--- config.mk ---
export PLATFORM = sky130hd
export DESIGN_NAME = keypad_scanner
export DESIGN_NICKNAME = d
export VERILOG_FILES = /design/src/rtl/keypad_scanner.sv
export SDC_FILE = /design/constraint.sdc
export NUM_CORES = 1
export LEC_CHECK = 0
export CORE_MARGIN = 1
export CORE_UTILIZATION = 60
export DETAILED_ROUTE_END_ITERATION = 12
export PLACE_DENSITY_LB_ADDON = 0.05
export SLEW_MARGIN = 20
export SYNTH_ARGS = -nofsm -noshare
export SYNTH_HDL_FRONTEND = slang
export SYNTH_SLANG_ARGS = --single-unit
--- constraint.sdc ---
create_clock -name clock -period 3.2 [get_ports clock]
set_input_delay 0.32 -clock clock [delete_from_list [all_inputs] [get_ports clock]]
set_output_delay 0.32 -clock clock [all_outputs]
set_load 0.03 [all_outputs]
--- src/rtl/keypad_scanner.sv ---
// keypad_scanner: column-scanning 4x4 keypad decoder with debounced press and release.
// Defining KEYPAD_REPEAT_EN adds auto-repeat strobes while a key stays held.
module keypad_scanner #(
   parameter int SCAN_DIV     = 4096,
   parameter int DEBOUNCE     = 8,
   parameter int REPEAT_DELAY = 64,
   parameter int REPEAT_RATE  = 16
) (
   input  logic       clock,
   input  logic       reset,
   input  logic [3:0] Row,
   output logic [3:0] Col,
   output logic [3:0] key_code,
   output logic       key_valid,
   output logic       key_held
);

   localparam int DIV_W = (SCAN_DIV > 2) ? $clog2(SCAN_DIV) : 1;
   localparam int CNT_W = $clog2(DEBOUNCE + 1);
   localparam logic [DIV_W-1:0] DIV_LAST = DIV_W'(SCAN_DIV - 1);
   localparam logic [CNT_W-1:0] CNT_LAST = CNT_W'(DEBOUNCE - 1);

   if (SCAN_DIV < 2 || DEBOUNCE < 1 || REPEAT_DELAY < 1 || REPEAT_RATE < 1) begin : g_param_check
      $error("keypad_scanner: illegal parameter value");
   end

`ifdef KEYPAD_REPEAT_EN
   localparam int REP_W = $clog2(REPEAT_DELAY + REPEAT_RATE);
   localparam logic [REP_W-1:0] REP_FIRST  = REP_W'(REPEAT_DELAY - 1);
   localparam logic [REP_W-1:0] REP_WRAP   = REP_W'(REPEAT_DELAY + REPEAT_RATE - 1);
   localparam logic [REP_W-1:0] REP_RESUME = REP_W'(REPEAT_DELAY);
   logic [REP_W-1:0] rep_cnt;
`endif

   typedef enum logic [1:0] {SCAN, PRESS, HELD} state_t;

   state_t           state;
   logic [DIV_W-1:0] div;
   logic [CNT_W-1:0] press_cnt;
   logic [CNT_W-1:0] rel_cnt;
   logic [1:0]       col_idx;
   logic [1:0]       row_idx;
   logic [1:0]       row_enc;
   logic [1:0]       col_enc;
   logic [3:0]       col_next;
   logic             tick;
   logic             row_hit;

   assign tick     = (div == DIV_LAST);
   assign row_hit  = Row[row_idx];
   assign col_next = {Col[2:0], Col[3]};

   // Lowest set row wins when several keys share the driven column.
   always_comb begin
      row_enc = 2'd0;
      if (Row[0])      row_enc = 2'd0;
      else if (Row[1]) row_enc = 2'd1;
      else if (Row[2]) row_enc = 2'd2;
      else if (Row[3]) row_enc = 2'd3;
   end

   always_comb begin
      col_enc = 2'd0;
      if (Col[0])      col_enc = 2'd0;
      else if (Col[1]) col_enc = 2'd1;
      else if (Col[2]) col_enc = 2'd2;
      else if (Col[3]) col_enc = 2'd3;
   end

   // Rows are only looked at on the last cycle of a slot so the column drive has settled.
   always_ff @(posedge clock) begin
      if (reset) begin
         state     <= SCAN;
         div       <= '0;
         press_cnt <= '0;
         rel_cnt   <= '0;
         col_idx   <= 2'd0;
         row_idx   <= 2'd0;
         Col       <= 4'b0001;
         key_code  <= 4'h0;
         key_valid <= 1'b0;
         key_held  <= 1'b0;
`ifdef KEYPAD_REPEAT_EN
         rep_cnt   <= '0;
`endif
      end else begin
         key_valid <= 1'b0;
         div       <= tick ? '0 : div + 1'b1;
         if (tick) begin
            unique case (state)
               SCAN: begin
                  if (Row == 4'b0000) begin
                     Col <= col_next;
                  end else begin
                     col_idx <= col_enc;
                     row_idx <= row_enc;
                     if (DEBOUNCE == 1) begin
                        key_code  <= {col_enc, row_enc};
                        key_valid <= 1'b1;
                        key_held  <= 1'b1;
                        rel_cnt   <= '0;
                        state     <= HELD;
`ifdef KEYPAD_REPEAT_EN
                        rep_cnt   <= '0;
`endif
                     end else begin
                        press_cnt <= CNT_W'(1);
                        state     <= PRESS;
                     end
                  end
               end
               PRESS: begin
                  if (!row_hit) begin
                     press_cnt <= '0;
                     Col       <= col_next;
                     state     <= SCAN;
                  end else if (press_cnt == CNT_LAST) begin
                     press_cnt <= '0;
                     key_code  <= {col_idx, row_idx};
                     key_valid <= 1'b1;
                     key_held  <= 1'b1;
                     rel_cnt   <= '0;
                     state     <= HELD;
`ifdef KEYPAD_REPEAT_EN
                     rep_cnt   <= '0;
`endif
                  end else begin
                     press_cnt <= press_cnt + 1'b1;
                  end
               end
               HELD: begin
                  if (row_hit) begin
                     rel_cnt <= '0;
                  end else if (rel_cnt == CNT_LAST) begin
                     rel_cnt  <= '0;
                     key_held <= 1'b0;
                     Col      <= col_next;
                     state    <= SCAN;
                  end else begin
                     rel_cnt <= rel_cnt + 1'b1;
                  end
`ifdef KEYPAD_REPEAT_EN
                  // First repeat after REPEAT_DELAY ticks, then cycle back every REPEAT_RATE ticks.
                  if (!row_hit) begin
                     rep_cnt <= '0;
                  end else if (rep_cnt == REP_FIRST) begin
                     key_valid <= 1'b1;
                     rep_cnt   <= rep_cnt + 1'b1;
                  end else if (rep_cnt == REP_WRAP) begin
                     key_valid <= 1'b1;
                     rep_cnt   <= REP_RESUME;
                  end else begin
                     rep_cnt <= rep_cnt + 1'b1;
                  end
`endif
               end
               default: state <= SCAN;
            endcase
         end
      end
   end

endmodule
Word level (Yosys, flattened, before mapping) --
Index checks and enable logic that the tools add are counted.
Operators by class: order comparisons 1, multiplexer cells 36, equality and inequality tests 13, $add $sub $neg 3, bitwise gates (word level) 4, reduce and logical (&&, ||, !) cells 14
Operators by type and width (number):
- 4-bit two-way mux | 11
- 2-bit two-way mux | 13
- 4-bit one-hot mux with 2 select lines | 2
- 2-bit inequality test, second input constant | 7
- 12-bit by 1-bit adder with 12-bit output, second input constant | 1
- 12-bit equality test, second input constant | 1
- 4-bit one-hot mux with 3 select lines | 1
- 6-bit AND reduction | 2
- 4-bit by 1-bit adder with 4-bit output, second input constant | 2
- 4-bit by 3-bit equality test with 1-bit output, second input constant | 2
- 4-bit AND reduction | 2
- 1-bit two-way mux | 6
- 2-bit one-hot mux with 3 select lines | 1
- 3-bit AND reduction | 2
- 5-bit AND reduction | 1
- 4-bit zero test | 1
- 1-bit NOT | 4
- 2-bit nonzero test | 2
- 4-bit OR reduction | 1
- 2-bit by 3-bit < comparator with 1-bit output, second input constant | 1
- 3-bit inequality test, second input constant | 1
- 3-bit nonzero test | 1
- 1-bit binary-select mux with 2-bit select | 1
- 2-bit by 1-bit equality test with 1-bit output, second input constant | 1
- other kinds (4) | 4
Word-level totals: register bits 36, word-level logic and storage cells 81, output and inout bits 10, bits of input ports 6

Depth between registers and ports, before layout --
word-level depth 4, mapped depth 7, depth with buffers taken out 5

Least setup slack after synthesis --
Ideal clock, no wire load.
path type reg2reg, start point reg div[0], end point reg col_idx[0], data arrival time 1892 ps, buffers on the path 1, cell stages (with the launch flop) 7, setup slack 1238 ps, path through dfxtp_1 ha_1 nand4_1 or4_4 buf_6 or4_1 a21oi_1
Between the ends: longest elaborated chain between the ends 2
Ends and longest elaborated chain:
- from (decl) | RTL line 38 | logic [DIV_W-1:0] div;
- from (signal assigned) | RTL line 88 | div <= tick ? '0 : div + 1'b1;
- 12-bit equality test | RTL line 49 | assign tick = (div == DIV_LAST);
- 3-bit AND reduction (no line)
- to (signal assigned) | RTL line 95 | col_idx <= col_enc;
- to (decl) | RTL line 41 | logic [1:0] col_idx;
Every way passes these cells. A chain may end at the register's enable or synchronous reset.

Worst setup path after layout --
Ends and elaborated chain as after synthesis.

==> flow_metrics.tcl <==
set metrics [dict create \
    fin_nets 229 \
    cpLargestDelayFamily "simple AND/OR/NAND/NOR gates" \
    avgRoutedWirePerCell_um 14.3 \
    fin_total_pwr_uw 809 \
    most_common_flop_cell_mapped_by_yosys "dfxtp_1" \
    sequentialPowerShare_pct 56.2 \
    netlist_top_cells_count "dfxtp_1, nor2_1, a21oi_1" \
    achievable-frequency_ghz 0.471 \
    leakage_power_summed_over_all_cells_uw 0.000698 \
    setup.worst_path.start_class "flop" \
    clk_pin_slew_worst_paths_ps 110 \
    endpoint_kind "flop" \
    met2WireLength_mm 1.69 \
    netlist_top_cells_area "dfxtp_1, a21oi_1, nor2_1" \
    postSynthNetCount 214 \
    worst_slew_margin_rel_pct 58.2 \
    status "finished clean" \
    power_share_of_the_clock_group_pct 39.8 \
    combinationalPowerShare_pct 4.1 \
    netSwitchingFraction_pct 22.4 \
    detailed_place_hpwl_mm 2.58 \
    period_share_pct 66.4 \
    grt_pass1_vias 1399 \
    die_height_um 56.0 \
    antenna-diode-count 0 \
    syn_area_mm2 0.00175 \
    synth_cell_types 42 \
    worst_hold_path_type "flop to flop" \
    final-max-slew-violation-count 0 \
    port_buffers 15 \
    grt_max_degree 26 \
    switching_power_uw 181 \
    worstSetupPathType "flop to flop" \
    synthArstFlopShare_pct 0 \
    finalClockSkew_ps 6.77 \
    initial_utilization_pct 63.4 \
    cts.repair.resized 0 \
    netlist.area_leader.share_pct 41.2 \
    clkSinkCount 36 \
    dp_cells 244 \
    antenna_found_initial 0 \
    grt_setup_unrepaired "no" \
    design_area_mm2 0.00199 \
    final_layout_size_suffix_gt1_share_pct 6.79 \
    clock_path_buffers 2 \
    hold_violations 0 \
    number_of_buffers_created_by_cts 5 \
    p_int_uw 628 \
    vdd_ir_drop_max_v 0.000389 \
    globalRouteOverflowTotal 0 \
    setup_violations 0 \
    final-instance-count-excl-fill 252 \
    drt_drc_violations_left 0 \
    chain_of_cells_forming_the_critical_path "ha_1 > nand4_1 > or4_4 > or4_1 > a21oi_1" \
    timing_worst_slew_pin_value_ps 619 \
    synth_seq_cells 36 \
    library_cell_with_the_highest_instance_count_after_synthesis "dfxtp_1" \
    detailedRoute.firstIterationViolations 87 \
    ys_warn_count 0 \
    drt_wl_total_mm 3.61 \
    num_rows 19 \
    syn_to_final_growth_pct 13.8 \
    synth_area_per_cell_um2 8.53 \
    cp.required_ps 3480 \
    final.min_clock_period_ps 2120 \
    drtPass1Iterations 4 \
    route.layer.met1.wl_mm 1.65 \
    root_buffer "clkbuf_4" \
    insertion_delay_ps 350 \
    grt_util_all_layers_pct 24.8 \
    grt_pass1_wl_mm 6.08 \
    netlist_instances 205 \
    critPathMaxStageDelay_ps 590 \
    dieArea_mm2 0.00313 \
    power-per-cell-area_mw_per_mm2 407 \
    tritoncts "built" \
    worst_ep_arrival_time_ps 2410 \
    globalplace.congestion 0.775 \
    dr_wl_met3_um 204 \
    critical_path.slowest_cell "or4_4" \
    synth-edff-count 0 \
    dr_total_vias 1570 \
    detailed_place.area_mm2 0.00191 \
    cts-hold-fix-buffers 0 \
    design.portCount 16 \
    timing.max_cap.violations 0 \
    crit_path_max_fanout 21 \
    final_antenna_net_count 0 \
    fin_tns_setup_ps 0 \
    synth.yosys.seq_area_share_pct 41.2 \
    floorplan.die.width_um 56.0 \
    worst-path-buf-inv 0 \
    cts_post_setup_buffers_inserted 0 \
    synth_top_cell_by_area "dfxtp_1" \
    core_mm2 0.00276 \
    post_dr_vias_cell 6.23 \
    uppermost_signal_routing_layer_after_detailed_routing "met4" \
    htree_num_levels 2 \
]
registers in the layout, indices dropped and copies added, names as in the netlist:
| name | cells |
|---|---|
| key_held | 1 |
| div | 12 |
| row_idx | 2 |
| press_cnt | 4 |
| col_idx | 2 |
| key_valid | 1 |
| key_code | 4 |
| Col | 4 |
| state | 2 |
| rel_cnt | 4 |
worst paths after layout:
| path | from | to | slack (ps) | depth (start not counted) |
|---|---|---|---|---|
| max | div[0] | col_idx[0] | 1080 | 5 |
| min | div[0] | div[0] | 470 | 1 |
| max reg2reg | div[0] | col_idx[0] | 1080 | 5 |
| min reg2reg | div[0] | div[0] | 470 | 1 |
metrics by stage:
stage | hold slack, ps | utilization [%] | worst slack [ps]
finish | 474 | 72.1 | 1080
global route | 502 | 72.1 | 938
CTS | 481 | 72.1 | 1080
detailed placement | 454 | 69.2 | 923
global placement | 445 | 69.2 | 985
floorplan | 430 | - | 1240
power groups by stage:
| stage | clock (uW) | combinational (uW) | sequential (uW) |
|---|---|---|---|
| 2_1_floorplan | 0 | 19.3 | 464 |
| 3_3_place_gp | 0 | 30.5 | 464 |
| 3_5_place_dp | 0 | 32.5 | 465 |
| 4_1_cts | 330 | 32.9 | 454 |
| 5_1_grt | 349 | 36.0 | 455 |
| 6_report | 322 | 33.0 | 454 |
logic make-up after synthesis:
group	count (synthesis)	synth area share, %
AO/OA/AOI/OAI	45	15.2
XOR/XNOR	10	5.01
adder cells (fa/ha/maj)	3	2.15
buffers and inverters	17	4.15
flip-flops	36	41.2
multiplexers	6	4.15
AND/OR/NAND/NOR	88	28.1
metal layers:
metal | vias to the layer above | global-route usage (%)
met5 | - | 0
met4 | 0 | 11.8
met3 | 8 | 6.74
met2 | 54 | 38.4
met1 | 733 | 31.9
li1 | 775 | -
layout make-up:
cell class | instances | area, um^2
multi-input combinational | 152 | 955
fill | 234 | 768
sequential | 36 | 721
timing repair buffer | 17 | 165
clock inverter | 3 | 42.5
tap | 31 | 38.8
clock buffer | 5 | 37.5
inverter | 8 | 30.0
layout by cell type (no fill, tap or decap), types with 6 or more instances in the layout:
cell | netlist | final
a21oi_1 | 18 | 18
inv_1 | 8 | 8
nand2b_1 | 10 | 10
dfxtp_1 | 36 | 36
xnor2_1 | 6 | 6
clkdlybuf4s50_1 | 0 | 15
o21ai_0 | 15 | 15
nor3_1 | 11 | 11
nor2_1 | 23 | 23
nand2_1 | 7 | 7
nand3_1 | 10 | 10
Note: power is estimated with default switching activity, not from simulation.
